==> src/rtl/lsu_if.sv <==
// lsu_if: request/response and data-memory signals of the load/store unit
interface lsu_if;
  logic        req_valid;
  logic        req_we;
  logic [2:0]  req_funct3;
  logic [63:0] req_addr;
  logic [63:0] req_wdata;
  logic        busy;
  logic        done;
  logic        fault;
  logic [63:0] load_data;
  logic [63:0] mem_addr;
  logic [63:0] mem_wdata;
  logic        mem_wr;
  logic [63:0] mem_rdata;
  modport slave (
    input  req_valid, req_we, req_funct3, req_addr, req_wdata, mem_rdata,
    output busy, done, fault, load_data, mem_addr, mem_wdata, mem_wr
  );
  modport master (
    output req_valid, req_we, req_funct3, req_addr, req_wdata, mem_rdata,
    input  busy, done, fault, load_data, mem_addr, mem_wdata, mem_wr
  );
endinterface

==> src/rtl/load_store_unit.sv <==
// load_store_unit: multi-cycle RISC-V load/store FSM on a doubleword memory.
// Define LSU_ALIGN_CHECK_EN to fault misaligned h/w/d accesses instead of forcing alignment.
module load_store_unit #(
  parameter int READ_WAIT = 1
) (
  input logic   clk,
  input logic   rst,
  lsu_if.slave  bus
);
  typedef enum logic [2:0] {IDLE, RD, CAP, WR, DONE} state_t;
  state_t      state, state_n;
  logic [1:0]  cnt;
  logic [63:0] addr_r, wdata_r, load_data_r, mem_wdata_r;
  logic [2:0]  f3_r;
  logic        we_r, fault_r;
  logic [1:0]  size_i;
  logic        illegal, mis;
  logic [63:0] amask;
  logic [5:0]  sh;
  logic [63:0] s, ext, bmask, lane, merged;
  logic        sgn;
  assign size_i  = bus.req_funct3[1:0];
  assign illegal = (bus.req_funct3 == 3'b111) || (bus.req_we && bus.req_funct3[2]);
`ifdef LSU_ALIGN_CHECK_EN
  assign mis   = (size_i == 2'd1 && bus.req_addr[0]) ||
                 (size_i == 2'd2 && |bus.req_addr[1:0]) ||
                 (size_i == 2'd3 && |bus.req_addr[2:0]);
  assign amask = '1;
`else
  assign mis   = 1'b0;
  assign amask = size_i == 2'd3 ? ~64'h7 : size_i == 2'd2 ? ~64'h3 :
                 size_i == 2'd1 ? ~64'h1 : '1;
`endif
  assign sh     = {addr_r[2:0], 3'b000};
  assign s      = bus.mem_rdata >> sh;
  assign sgn    = ~f3_r[2];
  assign ext    = f3_r[1:0] == 2'd0 ? {{56{sgn & s[7]}}, s[7:0]} :
                  f3_r[1:0] == 2'd1 ? {{48{sgn & s[15]}}, s[15:0]} :
                  f3_r[1:0] == 2'd2 ? {{32{sgn & s[31]}}, s[31:0]} : s;
  assign bmask  = f3_r[1:0] == 2'd0 ? 64'hFF : f3_r[1:0] == 2'd1 ? 64'hFFFF :
                  f3_r[1:0] == 2'd2 ? 64'hFFFF_FFFF : '1;
  assign lane   = bmask << sh;
  assign merged = (bus.mem_rdata & ~lane) | ((wdata_r & bmask) << sh);
  always_comb begin
    state_n = state;
    case (state)
      IDLE: if (bus.req_valid)
              state_n = (illegal || mis) ? DONE : (bus.req_we && size_i == 2'd3) ? WR : RD;
      RD:   state_n = cnt == 2'(READ_WAIT - 1) ? CAP : RD;
      CAP:  state_n = we_r ? WR : DONE;
      WR:   state_n = DONE;
      DONE: state_n = IDLE;
      default: state_n = IDLE;
    endcase
  end
  always_ff @(posedge clk) begin
    if (rst) begin
      state       <= IDLE;
      cnt         <= '0;
      addr_r      <= '0;
      wdata_r     <= '0;
      f3_r        <= '0;
      we_r        <= 1'b0;
      fault_r     <= 1'b0;
      load_data_r <= '0;
      mem_wdata_r <= '0;
    end else begin
      state <= state_n;
      cnt   <= state == RD ? cnt + 2'd1 : 2'd0;
      if (state == IDLE && bus.req_valid) begin
        addr_r  <= bus.req_addr & amask;
        f3_r    <= bus.req_funct3;
        we_r    <= bus.req_we;
        wdata_r <= bus.req_wdata;
        fault_r <= illegal || mis;
        if (illegal || mis) load_data_r <= '0;
        if (bus.req_we && size_i == 2'd3) mem_wdata_r <= bus.req_wdata;
      end
      if (state == CAP) begin
        if (we_r) mem_wdata_r <= merged;
        else load_data_r <= ext;
      end
    end
  end
  assign bus.busy      = state != IDLE;
  assign bus.done      = state == DONE;
  assign bus.mem_wr    = state == WR;
  assign bus.fault     = fault_r;
  assign bus.load_data = load_data_r;
  assign bus.mem_addr  = {addr_r[63:3], 3'b000};
  assign bus.mem_wdata = mem_wdata_r;
endmodule

==> src/flat_wrapper.sv <==
// flat-port wrapper written by rule: the top's interface ports become plain ports
module load_store_unit_flat 
#(
  parameter int READ_WAIT = 1
)
  (clk, rst, bus_req_valid, bus_req_we, bus_req_funct3, bus_req_addr, bus_req_wdata, bus_mem_rdata, bus_busy, bus_done, bus_fault, bus_load_data, bus_mem_addr, bus_mem_wdata, bus_mem_wr);
  lsu_if bus_i ();
  input logic clk;
  input logic rst;
  input wire logic [$bits(bus_i.req_valid)-1:0] bus_req_valid;
  input wire logic [$bits(bus_i.req_we)-1:0] bus_req_we;
  input wire logic [$bits(bus_i.req_funct3)-1:0] bus_req_funct3;
  input wire logic [$bits(bus_i.req_addr)-1:0] bus_req_addr;
  input wire logic [$bits(bus_i.req_wdata)-1:0] bus_req_wdata;
  input wire logic [$bits(bus_i.mem_rdata)-1:0] bus_mem_rdata;
  output wire logic [$bits(bus_i.busy)-1:0] bus_busy;
  output wire logic [$bits(bus_i.done)-1:0] bus_done;
  output wire logic [$bits(bus_i.fault)-1:0] bus_fault;
  output wire logic [$bits(bus_i.load_data)-1:0] bus_load_data;
  output wire logic [$bits(bus_i.mem_addr)-1:0] bus_mem_addr;
  output wire logic [$bits(bus_i.mem_wdata)-1:0] bus_mem_wdata;
  output wire logic [$bits(bus_i.mem_wr)-1:0] bus_mem_wr;
  assign bus_i.req_valid = bus_req_valid;
  assign bus_i.req_we = bus_req_we;
  assign bus_i.req_funct3 = bus_req_funct3;
  assign bus_i.req_addr = bus_req_addr;
  assign bus_i.req_wdata = bus_req_wdata;
  assign bus_i.mem_rdata = bus_mem_rdata;
  assign bus_busy = bus_i.busy;
  assign bus_done = bus_i.done;
  assign bus_fault = bus_i.fault;
  assign bus_load_data = bus_i.load_data;
  assign bus_mem_addr = bus_i.mem_addr;
  assign bus_mem_wdata = bus_i.mem_wdata;
  assign bus_mem_wr = bus_i.mem_wr;
  load_store_unit #(.READ_WAIT(READ_WAIT)) u_core (.clk(clk), .rst(rst), .bus(bus_i));
endmodule
==> config.mk <==
export PLATFORM = sky130hd
export DESIGN_NAME = load_store_unit_flat
export DESIGN_NICKNAME = d
export VERILOG_FILES = /design/src/rtl/lsu_if.sv /design/src/rtl/load_store_unit.sv /design/src/flat_wrapper.sv
export SDC_FILE = /design/constraint.sdc
export NUM_CORES = 1
export LEC_CHECK = 0
export CAP_MARGIN = 0
export CORE_MARGIN = 3
export CORE_UTILIZATION = 46
export CTS_BUF_LIST = sky130_fd_sc_hd__clkbuf_4 sky130_fd_sc_hd__clkbuf_8
export DETAILED_ROUTE_END_ITERATION = 10
export HOLD_SLACK_MARGIN = 0.1
export PLACE_DENSITY = 0.79
export SKIP_CTS_REPAIR_TIMING = 1
export SYNTH_ARGS = -nofsm -noshare
export SYNTH_HDL_FRONTEND = slang
export SYNTH_SLANG_ARGS = --single-unit
==> constraint.sdc <==
create_clock -name clk -period 2.3 [get_ports clk]
set_clock_uncertainty 0.15 [all_clocks]
set_input_delay 0.46 -clock clk [delete_from_list [all_inputs] [get_ports clk]]
set_output_delay 0.46 -clock clk [all_outputs]
set_load 0.02 [all_outputs]
== Word-level counts from Yosys, hierarchy flattened ==
Cells that the tools add are included.
Cells by class
  $add $sub $neg: 1
  muxes and demuxes: 23
  reduce and logical (&&, ||, !) cells: 9
  equality and inequality tests: 11
  shift operators: 3
  bitwise gates (word level): 10
Operators with widths (number)
  $mux W64: 16
  $and A64 B64 Y64: 3
  $shl A64 B6 Y64: 2
  $not A64 Y64: 1
  $or A64 B64 Y64: 1
  $shr A64 B6 Y64: 1
  $pmux W3 S4: 1
  $mux W3: 3
  $eq A2 B2 Y1 const B: 3
  $eq A3 B2 Y1 const B: 2
  $eq A3 B3 Y1 const B: 2
  $eq A2 B1 Y1 const B: 2
  $logic_not A2 Y1: 2
  $mux W2: 2
  $and A1 B1 Y1: 3
  $eq A3 B1 Y1 const B: 1
  $logic_and A1 B1 Y1: 3
  $logic_not A3 Y1: 1
  $reduce_bool A3 Y1: 1
  $add A2 B1 Y2 const B: 1
  $ne A2 B2 Y1 const B: 1
  $not A1 Y1: 2
  $reduce_or A2 Y1: 1
  $logic_or A1 B1 Y1: 1
  $mux W1: 1
Word-level totals
  input bits: 199
  logic and storage cells: 66
  flip-flop bits (word level): 266
  output and inout bits: 196

== Logic depth before layout (Yosys ltp) ==
  depth after elaboration: 10
  depth in mapped cells: 10
  depth with buffers taken out: 6

== Worst setup path after synthesis ==
OpenSTA, ideal clock, no wires.
  path kind: input-to-reg
  start: input bus_mem_rdata[15]
  end: register u_core.load_data_r[54] (netlist: u_core.bus.load_data[54])
  arrival time: 1.908 ns
  library setup time: 0.150 ns
  path slack: 0.092 ns
  required time: 2.000 ns
  stages on the path: 6
  path buffers: 1
  cells stage by stage: nor2b_1 > a2111oi_0 > o41ai_2 > nor3_2 > buf_4 > a221oi_2
On the way
  word-level cells in the longest chain between the ends: 7
  elaborated cells on any way between the ends: 9
  those cells by class: shift: 1; mux: 5; bitwise: 3
RTL lines
  from (decl): RTL line flat_wrapper.sv:15  | input wire logic [$bits(bus_i.mem_rdata)-1:0] bus_mem_rdata;
  $shr A64 B6 Y64 (*): RTL line load_store_unit.sv:35  | assign s = bus.mem_rdata >> sh;
  $and A1 B1 Y1: RTL line load_store_unit.sv:39  | f3_r[1:0] == 2'd2 ? {{32{sgn & s[31]}}, s[31:0]} : s;
  $mux W64: RTL line load_store_unit.sv:39
  $mux W64: RTL line load_store_unit.sv:38  | f3_r[1:0] == 2'd1 ? {{48{sgn & s[15]}}, s[15:0]} :
  $mux W64 (*): RTL line load_store_unit.sv:37  | assign ext = f3_r[1:0] == 2'd0 ? {{56{sgn & s[7]}}, s[7:0]} :
  $mux W64 (*): RTL line load_store_unit.sv:80  | if (we_r) mem_wdata_r <= merged;
  $mux W64 (*): RTL line load_store_unit.sv:79  | if (state == CAP) begin
  to (signal assigned): RTL line load_store_unit.sv:81  | else load_data_r <= ext;
  to (decl): RTL line load_store_unit.sv:13  | logic [63:0] addr_r, wdata_r, load_data_r, mem_wdata_r;
Every way passes the cells marked *; elsewhere a longest branch is shown, timed or not.
A chain may end at the register's enable or synchronous reset.

== Worst setup path after layout ==
  start: register u_core.addr_r[0]
  end: register u_core.load_data_r[38] (netlist: u_core.bus.load_data[38])
On the way
  word-level cells in the longest chain between the ends: 7
  elaborated cells on any way between the ends: 9
  those cells by class: shift: 1; mux: 5; bitwise: 3
RTL lines
  from (decl): RTL line load_store_unit.sv:13
  from (signal assigned): RTL line load_store_unit.sv:71  | addr_r <= bus.req_addr & amask;
  $shr A64 B6 Y64 (*): RTL line load_store_unit.sv:35
  $and A1 B1 Y1: RTL line load_store_unit.sv:39
  $mux W64: RTL line load_store_unit.sv:39
  $mux W64: RTL line load_store_unit.sv:38
  $mux W64 (*): RTL line load_store_unit.sv:37
  $mux W64 (*): RTL line load_store_unit.sv:80
  $mux W64 (*): RTL line load_store_unit.sv:79
Marks and branches as above.

==> results <==
flip-flops by register name (all words and copies together), names as in the netlist:
name,count
u_core.addr_r,64
u_core.bus.fault,1
u_core.bus.load_data,64
u_core.bus.mem_wdata,64
u_core.cnt,2
u_core.f3_r,3
u_core.state,3
u_core.wdata_r,64
u_core.we_r,1
metrics by stage:
step           cell area (um2)  setup WS, ns  power (mW)  hold WS [ns]
3_3_place_gp             20400        -0.619        8.66         0.254
5_1_grt                  22100        -0.219        14.1         0.248
6_report                 22100        -0.174        13.6         0.248
3_5_place_dp             20400        -0.647        8.71         0.267
2_1_floorplan            14900        0.0924        7.03         0.249
4_1_cts                  21400        -0.350        13.4         0.217
routing by layer:
layer | global-route usage [%] | share of wire, % | up-vias | routed length [um]
met1 | 46.7 | 38 | 8046 | 25600
li1 | - | - | 7461 | -
met3 | 8.03 | 11 | 254 | 7530
met4 | 19.6 | 6.2 | 0 | 4180
met2 | 58.5 | 45 | 1174 | 30100
met5 | 0 | 0 | - | 0
where the power goes:
part	total [mW]	switching [mW]	internal (mW)	leakage, nW
sequential	5.22	0.289	4.93	2.17
clock	4.72	2.01	2.71	0.529
combinational	3.65	1.96	1.69	5.31
critical path, cell delays in order, from the launching register on:
cell and delay, ns:
dfxtp_4 0.36, buf_12 0.13, buf_6 0.11, mux2i_2 0.14, o22a_1 0.27, a2111oi_4 0.36
buf_4 0.20, nor3_4 0.05, buf_6 0.15, buf_12 0.15, a221oi_2 0.29
cells in the final DEF (no fill, tap or decap), drive strengths merged, types with 41 or more instances in the layout:
cell             n
nand2          518
clkdlybuf4s50  387
buf            273
dfxtp          266
a21oi          171
a221oi         105
clkbuf          76
mux2i           59
mux2            54
nor2            44
a311oi          41
cell families (layout without fill, tap and decap cells):
group / count (synthesis) / count (layout)
and+or+nand+nor: 642 / 642
AOI/OAI and AO/OA: 515 / 515
DFF: 266 / 266
buffers and inverters: 245 / 754
muxes: 142 / 142
adders and majority gates: 1 / 1
other: 1 / 3
worst min path at each step:
stage | slack [ns] | endpoint | from
CTS | 0.22 | u_core.bus.load_data[58] | rst
detailed placement | 0.27 | u_core.cnt[0] | u_core.cnt[0]
floorplan | 0.25 | u_core.cnt[0] | u_core.cnt[0]
finish | 0.25 | u_core.bus.fault | rst
global placement | 0.25 | u_core.cnt[0] | u_core.cnt[0]
global route | 0.25 | u_core.addr_r[2] | rst
layout make-up:
class	instances	area [um2]
Clock buffer	70	895
Clock inverter	9	108
Fill cell	2458	9670
Inverter	7	26.3
Multi-Input combinational cell	1303	8740
Sequential cell	266	5340
Tap cell	402	503
Timing Repair Buffer	668	6440
==> metrics <==
outcome=complete, but fails checks; failing checks=negative setup slack; CP max FO=11; Die X=186 um; fin util=69.5%; mux cell area share after synthesis=12.4%; number of global-route vias before repair=16435; Worst-Skew Late Latency=0.58 ns; CTS tree=done; fin cells=2725; antenna violations before repair=0; Max H-tree Level=2; Commonest cells post-synth=nand2_1, dfxtp_1, a21oi_1; Worst VDD drop=0.000545 V; nets@finish=2492; final hold viol count=0; Avg Synthesized Cell Area=8.23 um2; share of cells above drive strength 1=23.9%; ant diodes=0; Pleak=8.01 nW; minimum clock period=2.47 ns; xor and xnor area share after synthesis=0%; CP startpoint kind=register; die area=34600 um2; Hold Crit Class=in -> reg; final-report setup violation count=47; Global Route Usage Sum=36.7%; Setup TNS=-3.25 ns; first-pass GRT wire length=97.4 mm; RSZ-0062 raised after global routing=true; Setup CP Type=reg -> reg; Iter 0 DRT Violations=1937; clk buf depth=3; Mapped Area=14900 um2; register-to-register setup slack=-0.17 ns; worst setup path start=u_core.addr_r[0]; ys flop type=dfxtp_1; area share of fa/ha/maj cells after synthesis=0.0839%; data required time at the worst endpoint=2.62 ns; P&R area growth vs syn=47.9%; grt ovf=0; largest family of logic cells by synthesized area=compound AO/OA/AOI/OAI gates; Synth Area in Simple Gates=17.7%; PwrDens=616 nW/um2; cts bufs inserted=46; post-route ant nets=0; async set or reset register ratio after synthesis=0%; cell with the most instances after synthesis=nand2_1; Distinct cells, synth=68; GP Congestion=0.976; num rows=65; vias per inst=6.21; DRT Wirelength=67.4 mm; post-synthesis sequential area ratio=35.7%; placed instance count=2628; synth warn=0; num ports=395; vias=16935; Synth Area in Compound Gates=25.5%; total core area=31700 um2; FF-to-FF Start=u_core.addr_r[0]; Min-Delay Path Depth=2; Final HPWL DP=49.2 mm; top cell type's share of synthesized area=35.7%; clk slew on worst S/H paths=0.06 ns; crit share post-route=108%; Worst Setup End Kind=register; max-slew violations=0; fmax=404 MHz; r2r endpoint=u_core.bus.load_data[38]; max-cap viol count=0; initial core utilization=47.0%; critical path endpoint=u_core.bus.load_data[38]; top cells by area, synth=dfxtp_1, nand2_1, a21oi_1, a221oi_1, mux4_2; Rel. slew slack=53.9%; final worst slack=-0.174 ns; number of remaining DRC errors=0; worst-margin pin slew=0.684 ns; arrival time worst endpoint=2.79 ns; CTS Sinks=266; clk root buf=clkbuf_8; number of flops mapped to enable cells by yosys=0; top cell type by total area after synthesis=dfxtp_1; die height=186 um; R2R cell count=10; IO Port Bufs=391; Cells after Synth=1812; DR WL/cell=24.7 um; DRT Pass-1 Iters=8; pin count of the biggest net entering global routing=89; Synth Register Bits=266
No activity file was read; power rests on OpenSTA's default activity.
